File: config.mk
export PLATFORM = sky130hd
export DESIGN_NAME = msgmii_cnvrxo_param
export DESIGN_NICKNAME = d
export VERILOG_FILES = /design/src/rtl/msgmii_cnvrxo_param.sv
export SDC_FILE = /design/constraint.sdc
export NUM_CORES = 1
export LEC_CHECK = 0
export CORE_MARGIN = 1.5
export CORE_UTILIZATION = 53
export DETAILED_ROUTE_END_ITERATION = 8
export PLACE_DENSITY_LB_ADDON = 0.3
export SETUP_SLACK_MARGIN = 0.15
export SLEW_MARGIN = 20
export SYNTH_ARGS = -nofsm -noshare
export SYNTH_HDL_FRONTEND = slang
export SYNTH_SLANG_ARGS = --single-unit
File: constraint.sdc
create_clock -name rx_clki -period 3.5 [get_ports rx_clki]
set_clock_uncertainty 0.1 [all_clocks]
set_input_delay 0.875 -clock rx_clki [delete_from_list [all_inputs] [get_ports rx_clki]]
set_output_delay 0.875 -clock rx_clki [all_outputs]
set_load 0.02 [all_outputs]
File: src/rtl/msgmii_cnvrxo_param.sv
// Receive-buffer to G/MII converter: it reads the frame buffer from a head pointer,
// optionally inserts a preamble and SFD, and splits bytes into nibbles at 10/100 speeds.
module msgmii_cnvrxo_param #(
    parameter int PTR_W     = 4,
    parameter int PRE_INS   = 0,
    parameter int PRE_LEN   = 7,
    parameter int NBL_LO1ST = 1
) (
    input  logic             rx_clki,
    input  logic             rx_clkirst_n,
    input  logic             rxcen,
    input  logic [1:0]       msgmii_speed,
    input  logic [7:0]       rxdlcl1,
    input  logic             rx_dvlcl1,
    input  logic             rx_erlcl1,
    input  logic             rxhdptrpls,
    input  logic [PTR_W-1:0] rxhdptr,
    output logic [7:0]       rxd,
    output logic             rx_dv,
    output logic             rx_er,
    output logic [PTR_W-1:0] rxrdptr,
    output logic             frm_act
);

    typedef enum logic [1:0] {IDLE, PRE, SFD, DATA} state_t;

    localparam logic [PTR_W-1:0] PTR_RST = PTR_W'(4);
    localparam logic [PTR_W-1:0] PTR_ONE = PTR_W'(1);
    localparam logic [4:0]       PRE_G   = 5'(PRE_LEN - 1);
    localparam logic [4:0]       PRE_M   = 5'(2 * PRE_LEN - 1);

    state_t           state_reg, state_next;
    logic [2:0]       p_reg;
    logic             frstnbl_reg, frstnbl_next;
    logic [1:0]       spd_q_reg, spd_q_next;
    logic [4:0]       cnt_reg, cnt_next;
    logic [PTR_W-1:0] ptr_next;
    logic [7:0]       rxd_next;
    logic             dv_next, er_next;
    logic             hdedge, spd_mii, pre_last, sfd_last, byte_bnd, ptr_step;
    logic [3:0]       nbl_first, nbl_second;
    logic [7:0]       buf_byte;

    assign hdedge   = p_reg[1] & ~p_reg[2];
    assign spd_mii  = (spd_q_reg != 2'b10);
    assign pre_last = spd_mii ? (cnt_reg == PRE_M) : (cnt_reg == PRE_G);
    assign sfd_last = !spd_mii || (cnt_reg == 5'd1);
    // In MII a byte spans two cycles: boundaries on the first nibble, pointer steps after the second.
    assign byte_bnd = !spd_mii || frstnbl_reg;
    assign ptr_step = !spd_mii || !frstnbl_reg;
    assign frm_act  = (state_reg != IDLE);

    assign nbl_first  = (NBL_LO1ST != 0) ? rxdlcl1[3:0] : rxdlcl1[7:4];
    assign nbl_second = (NBL_LO1ST != 0) ? rxdlcl1[7:4] : rxdlcl1[3:0];
    assign buf_byte   = spd_mii ? {4'h0, (frstnbl_reg ? nbl_first : nbl_second)} : rxdlcl1;

    always_comb begin
        state_next   = state_reg;
        cnt_next     = cnt_reg;
        spd_q_next   = spd_q_reg;
        frstnbl_next = ~frstnbl_reg;
        ptr_next     = rxrdptr;
        rxd_next     = buf_byte;
        dv_next      = rx_dvlcl1;
        er_next      = rx_erlcl1;
        case (state_reg)
            IDLE: begin
                if (ptr_step) ptr_next = rxrdptr + PTR_ONE;
                if (hdedge && !rx_dvlcl1) begin
                    state_next   = (PRE_INS != 0) ? PRE : DATA;
                    spd_q_next   = msgmii_speed;
                    cnt_next     = '0;
                    frstnbl_next = 1'b1;
                    ptr_next     = (msgmii_speed == 2'b10) ? {rxhdptr[PTR_W-2:0], 1'b0} : rxhdptr;
                end
            end
            PRE: begin
                rxd_next = spd_mii ? 8'h05 : 8'h55;
                dv_next  = 1'b1;
                er_next  = 1'b0;
                if (pre_last) begin
                    state_next = SFD;
                    cnt_next   = '0;
                end else begin
                    cnt_next = cnt_reg + 5'd1;
                end
            end
            SFD: begin
                rxd_next = spd_mii ? (frstnbl_reg ? 8'h05 : 8'h0D) : 8'hD5;
                dv_next  = 1'b1;
                er_next  = 1'b0;
                if (sfd_last) begin
                    state_next = DATA;
                    cnt_next   = '0;
                end else begin
                    cnt_next = cnt_reg + 5'd1;
                end
            end
            default: begin
                if (ptr_step) ptr_next = rxrdptr + PTR_ONE;
                if (byte_bnd && !rx_dvlcl1) state_next = IDLE;
            end
        endcase
    end

    always_ff @(posedge rx_clki or negedge rx_clkirst_n) begin
        if (!rx_clkirst_n) begin
            state_reg   <= IDLE;
            p_reg       <= '0;
            frstnbl_reg <= 1'b0;
            spd_q_reg   <= 2'b10;
            cnt_reg     <= '0;
            rxrdptr     <= PTR_RST;
            rxd         <= '0;
            rx_dv       <= 1'b0;
            rx_er       <= 1'b0;
        end else if (rxcen) begin
            state_reg   <= state_next;
            p_reg       <= {p_reg[1:0], rxhdptrpls};
            frstnbl_reg <= frstnbl_next;
            spd_q_reg   <= spd_q_next;
            cnt_reg     <= cnt_next;
            rxrdptr     <= ptr_next;
            rxd         <= rxd_next;
            rx_dv       <= dv_next;
            rx_er       <= er_next;
        end
    end

endmodule
# Word-level counts from Yosys, hierarchy flattened
# Index checks and enable logic that the tools add are counted.
[totals]
rom_bits = 0
regBits = 27
latch_bits = 0
mem_bits_rw = 0
in_bits = 20
mem_count = 0
[op_classes]
n_eq_ne = 10
div = 0
n_bitwise = 4
order_cmp = 0
n_mux = 24
shifts = 0
n_addsub = 2
n_mul = 0
n_reduce_logical = 17
[ops]
columns = ["op", "count"]
rows = [
  ["$mux W4", 5],
  ["$mux W8", 2],
  ["$pmux W8 S2", 1],
  ["$mux W5", 3],
  ["$pmux W5 S3", 1],
  ["$mux W2", 4],
  ["$ne A2 B2 Y1 const B", 4],
  ["$pmux W4 S2", 1],
  ["$mux W7", 1],
  ["$pmux W2 S3", 1],
  ["$reduce_and A3 Y1", 2],
  ["$add A5 B1 Y5 const B", 1],
  ["$eq A5 B1 Y1 const B", 1],
  ["$eq A5 B3 Y1 const B", 1],
  ["$eq A5 B4 Y1 const B", 1],
  ["$mux W1", 5],
  ["$reduce_and A5 Y1", 1],
  ["$add A4 B1 Y4 const B", 1],
  ["$eq A2 B2 Y1 const B", 2],
  ["$reduce_bool A4 Y1", 1],
  ["$logic_not A1 Y1", 3],
  ["$logic_or A1 B1 Y1", 3],
  ["$not A1 Y1", 3],
  ["$reduce_bool A3 Y1", 1],
  ["7 further kinds", 8],
]

# Depth between registers and ports, before layout
[logic_depth]
ltp_word = 6
depth_mapped = 7
depth_no_buf = 7

# Worst setup path after synthesis
# No wires, ideal clock.
[synth_timing]
path_kind = "input port to flip-flop"
from = "in rx_dvlcl1"
to = "reg cnt_reg[2]"
setup_ns = 0.067
path_buffers = 0
t_arrival_ns = 1.892
t_required_ns = 3.333
cell_stages = 5
slack_ns = 1.441
cell_sequence = "nor3b_1 -> o211ai_1 -> nor3b_1 -> o221ai_1 -> nand2_1"
[synth_between]
elab_chain_cells = 4
[synth_rtl]
columns = ["item", "line_no", "source"]
rows = [
  ["start: declaration", "14", "input logic rx_dvlcl1,"],
  ["$logic_not A1 Y1", "69", "if (hdedge && !rx_dvlcl1) begin"],
  ["$logic_and A1 B1 Y1", "69", ""],
  ["$ne A2 B2 Y1 (no source line)", "-", ""],
  ["$reduce_and A3 Y1 (no source line)", "-", ""],
  ["end signal: assignment", "122", "cnt_reg <= cnt_next;"],
  ["end: declaration", "36", "logic [4:0] cnt_reg, cnt_next;"],
]
# No other way between the ends.
# A chain may end at the register's enable or synchronous reset.

# Final worst setup path
[layout_timing]
from = "reg state_reg[0]"
to = "out frm_act"
[layout_between]
elab_chain_cells = 1
[layout_rtl]
columns = ["item", "line_no", "source"]
rows = [
  ["start: declaration", "32", "state_t state_reg, state_next;"],
  ["start signal: assignment", "118", "state_reg <= state_next;"],
  ["$reduce_bool A2 Y1", "51", "assign frm_act = (state_reg != IDLE);"],
  ["end: declaration", "22", "output logic frm_act"],
]
# No other way between the ends.

==> reports/results.txt <==
worst hold path type -> reg -> reg
Die Wd -> 56.62 um
CP required -> 2.52 ns
outcome -> completed
worst vdd ir -> 0.0006801 V
switch share -> 43.32%
GRT Util Overall -> 24.77%
Synth Instances -> 164
worst hold slack -> 0.4040 ns
Via Count -> 1340
DRT Wirelength -> 3625 um
first-pass GRT wire length -> 6237 um
Post-CTS Setup Inserts -> 0
CTS root buf -> clkbuf_4
H-Tree Level Count -> 1
Worst EP arrival -> 1.84 ns
post_cts resized -> 0
Area contributors post-synth -> dfrtp_1, ha_1, nor2_1, mux2i_1, nand2_1
layout cells sized above 1 -> 8.500%
total gr overflow -> 0
crit path max fanout -> 5
Mean Syn Cell Area -> 9.292 um^2
Final Cycle Share -> 80.43%
measured slew at the worst slew-check pin -> 0.7053 ns
Post-DP HPWL -> 2710 um
clock sink count -> 27
Cell Rows -> 19
cell mode on critical path -> inv_1
leakage power -> 0.8531 nW
kind of critical path -> reg -> out
max cap viols -> 0
slowest cell delay on critical path -> 0.62 ns
Slew Viols, Final -> 0
clock slew at reported path FFs -> 0.16 ns
worst-case reg-to-reg path depth -> 7
slowest CP cell -> clkdlybuf4s50_1
Max Buffers Root-to-Sink -> 2
Hold Fails Final Rpt -> 0
number of synthesized register bits -> 27
flip-flop count of the largest register after layout -> 8
post-detailed-route wirelength per cell -> 15.69 um
PD cells -> 767.5 mW/mm^2
DRT iter0 DRCs -> 44
Port Buf Inserts -> 34
sequential fraction of design power -> 35.8%
Post-Syn Area -> 0.001524 mm^2
hold_buf cts -> 0
CP cell instances -> inv_1, ha_1, inv_1, clkdlybuf4s50_1
vias in the first global route -> 1390
WHS Path Cells -> 1
Residual DRC -> 0
Die ar. -> 0.003206 mm^2
fill cell count -> 232
CTS tree -> built
final setup TNS -> 0 ns
routability congestion estimate -> 0.8784
Post-Layout Cell Count -> 231
Tmin final -> 2.815 ns
Chip Height -> 56.62 um
Synth async-reset ratio -> 100.0%
Synth Net Count -> 191
biggest area consumer among synthesized cells -> dfrtp_1
internal power -> 0.8408 mW
CTS buffer count -> 3
Post-synth EDFFs -> 0
clk_lat worst skew -> 0.33 ns
combinational power share -> 54.6%
Max-Slew Margin vs Limit -> 52.77%
RSZ-0062 raised after global routing -> no
sequential area share after synthesis -> 44.50%
Via density -> 5.801
CP startpoint kind -> register
largest net degree at the start of global routing -> 28
core box area -> 0.002734 mm^2
Area Growth Syn to Fin -> 26.85%
diode count -> 0
# IOs -> 35
initial antenna violation count -> 0
Cell variety after synth -> 36
ys flop type -> dfrtp_1
clock share of power -> 9.6%
final setup vio count -> 0
Net Switching -> 0.6427 mW
Starting Density -> 55.74%
Peak Freq -> 0.3552 GHz
Warnings, synthesis -> 0
endpoint class of the critical path -> output pin
TritonRoute pass-1 iters -> 4
NumNets Final -> 228
Detail Route Antenna Nets -> 0
Placed Instances -> 227
Overall Power -> 1.484 mW
post-synth top area share -> 41.05%
## power groups by stage
stage	Combinational, mW	Clock [mW]	Sequential (mW)
final	0.810	0.142	0.531
after global routing	0.888	0.153	0.547
after CTS	0.812	0.143	0.531
after detailed placement	0.809	0	0.538
after global placement	0.782	0	0.522
after floorplan	0.441	0	0.600
## layer usage
metal	wire length [um]	part of all wire, %	up-vias	global-route usage [%]
met5	0	0	-	0
met4	39	1.1	0	8.844
met3	147	4.1	4	4.147
met2	1866	51	43	42.36
met1	1572	43	645	31.43
li1	-	-	648	-
## stage by stage
step	cell area (um^2)	util [%]	setup WS, ns
after floorplan	1524	-	1.441
after detailed placement	1903	69.61	0.6995
after CTS	1933	70.71	0.6826
after global placement	1903	69.61	0.8381
after global routing	1933	70.71	0.6059
final	1933	70.71	0.6850
## cell usage after synthesis, types with 2 or more instances
master	count
inv_1	12
nand2_1	16
mux2i_1	7
o21ai_0	6
nor2b_1	3
o21a_1	2
dfstp_2	2
nand2b_1	3
mux2_2	5
o221ai_1	3
a21oi_1	9
ha_1	7
nand3_1	4
a21o_1	3
nor3b_1	2
nand4_1	2
clkbuf_1	4
o211ai_1	3
and2_1	2
nor2_1	21
a31oi_1	3
o22ai_1	6
nor3_1	2
dfrtp_1	25
## layout make-up
cell class	count	area [um^2]	area share, %
clock buffers	3	22.52	1.165
flip-flops and latches	27	678.2	35.08
well taps	31	38.79	2.006
multi-input cells	121	785.8	40.65
inverters	12	45.04	2.330
repair buffers	36	355.3	18.38
clock inverters	1	7.507	0.3884
## placed cells by master (no fill, tap or decap), types with 3 or more instances in the layout
cell type,instances
a21o_1,3
a21oi_1,9
a31oi_1,3
clkbuf_4,3
clkdlybuf4s50_1,34
dfrtp_1,25
ha_1,7
inv_1,12
mux2_2,5
mux2i_1,7
nand2_1,16
nand2b_1,3
nand3_1,4
nor2_1,21
nor2b_1,3
o211ai_1,3
o21ai_0,6
o221ai_1,3
o22ai_1,6
## cells by family (layout without fill, tap and decap cells)
group	after synthesis	count (layout)	synth area share, %
muxes	12	12	8.292
adders and majority gates	7	7	5.747
AOI/OAI and AO/OA	38	38	16.01
buffers and inverters	16	52	3.940
DFF	27	27	44.50
and+or+nand+nor	64	64	21.51
## path summary, 6_finish.rpt
kind / start / endpoint / slack [ns]
max: state_reg[0] / frm_act / 0.69
min: rxd[3] / rxd[3] / 0.40
max reg2reg: state_reg[0] / cnt_reg[4] / 1.21
min reg2reg: rxd[3] / rxd[3] / 0.40
max in group asynchronous: rx_clkirst_n / spd_q_reg[1] / 2.20
min in group asynchronous: rx_clkirst_n / rxd[2] / 0.79
## critical path, delay by kind of cell, from the launching register on
kind	cells	cell delay, ns
adders and majority gates	1	0.25
buffers and inverters	3	0.84
DFF	1	0.42
No activity file was read; power rests on OpenSTA's default activity.
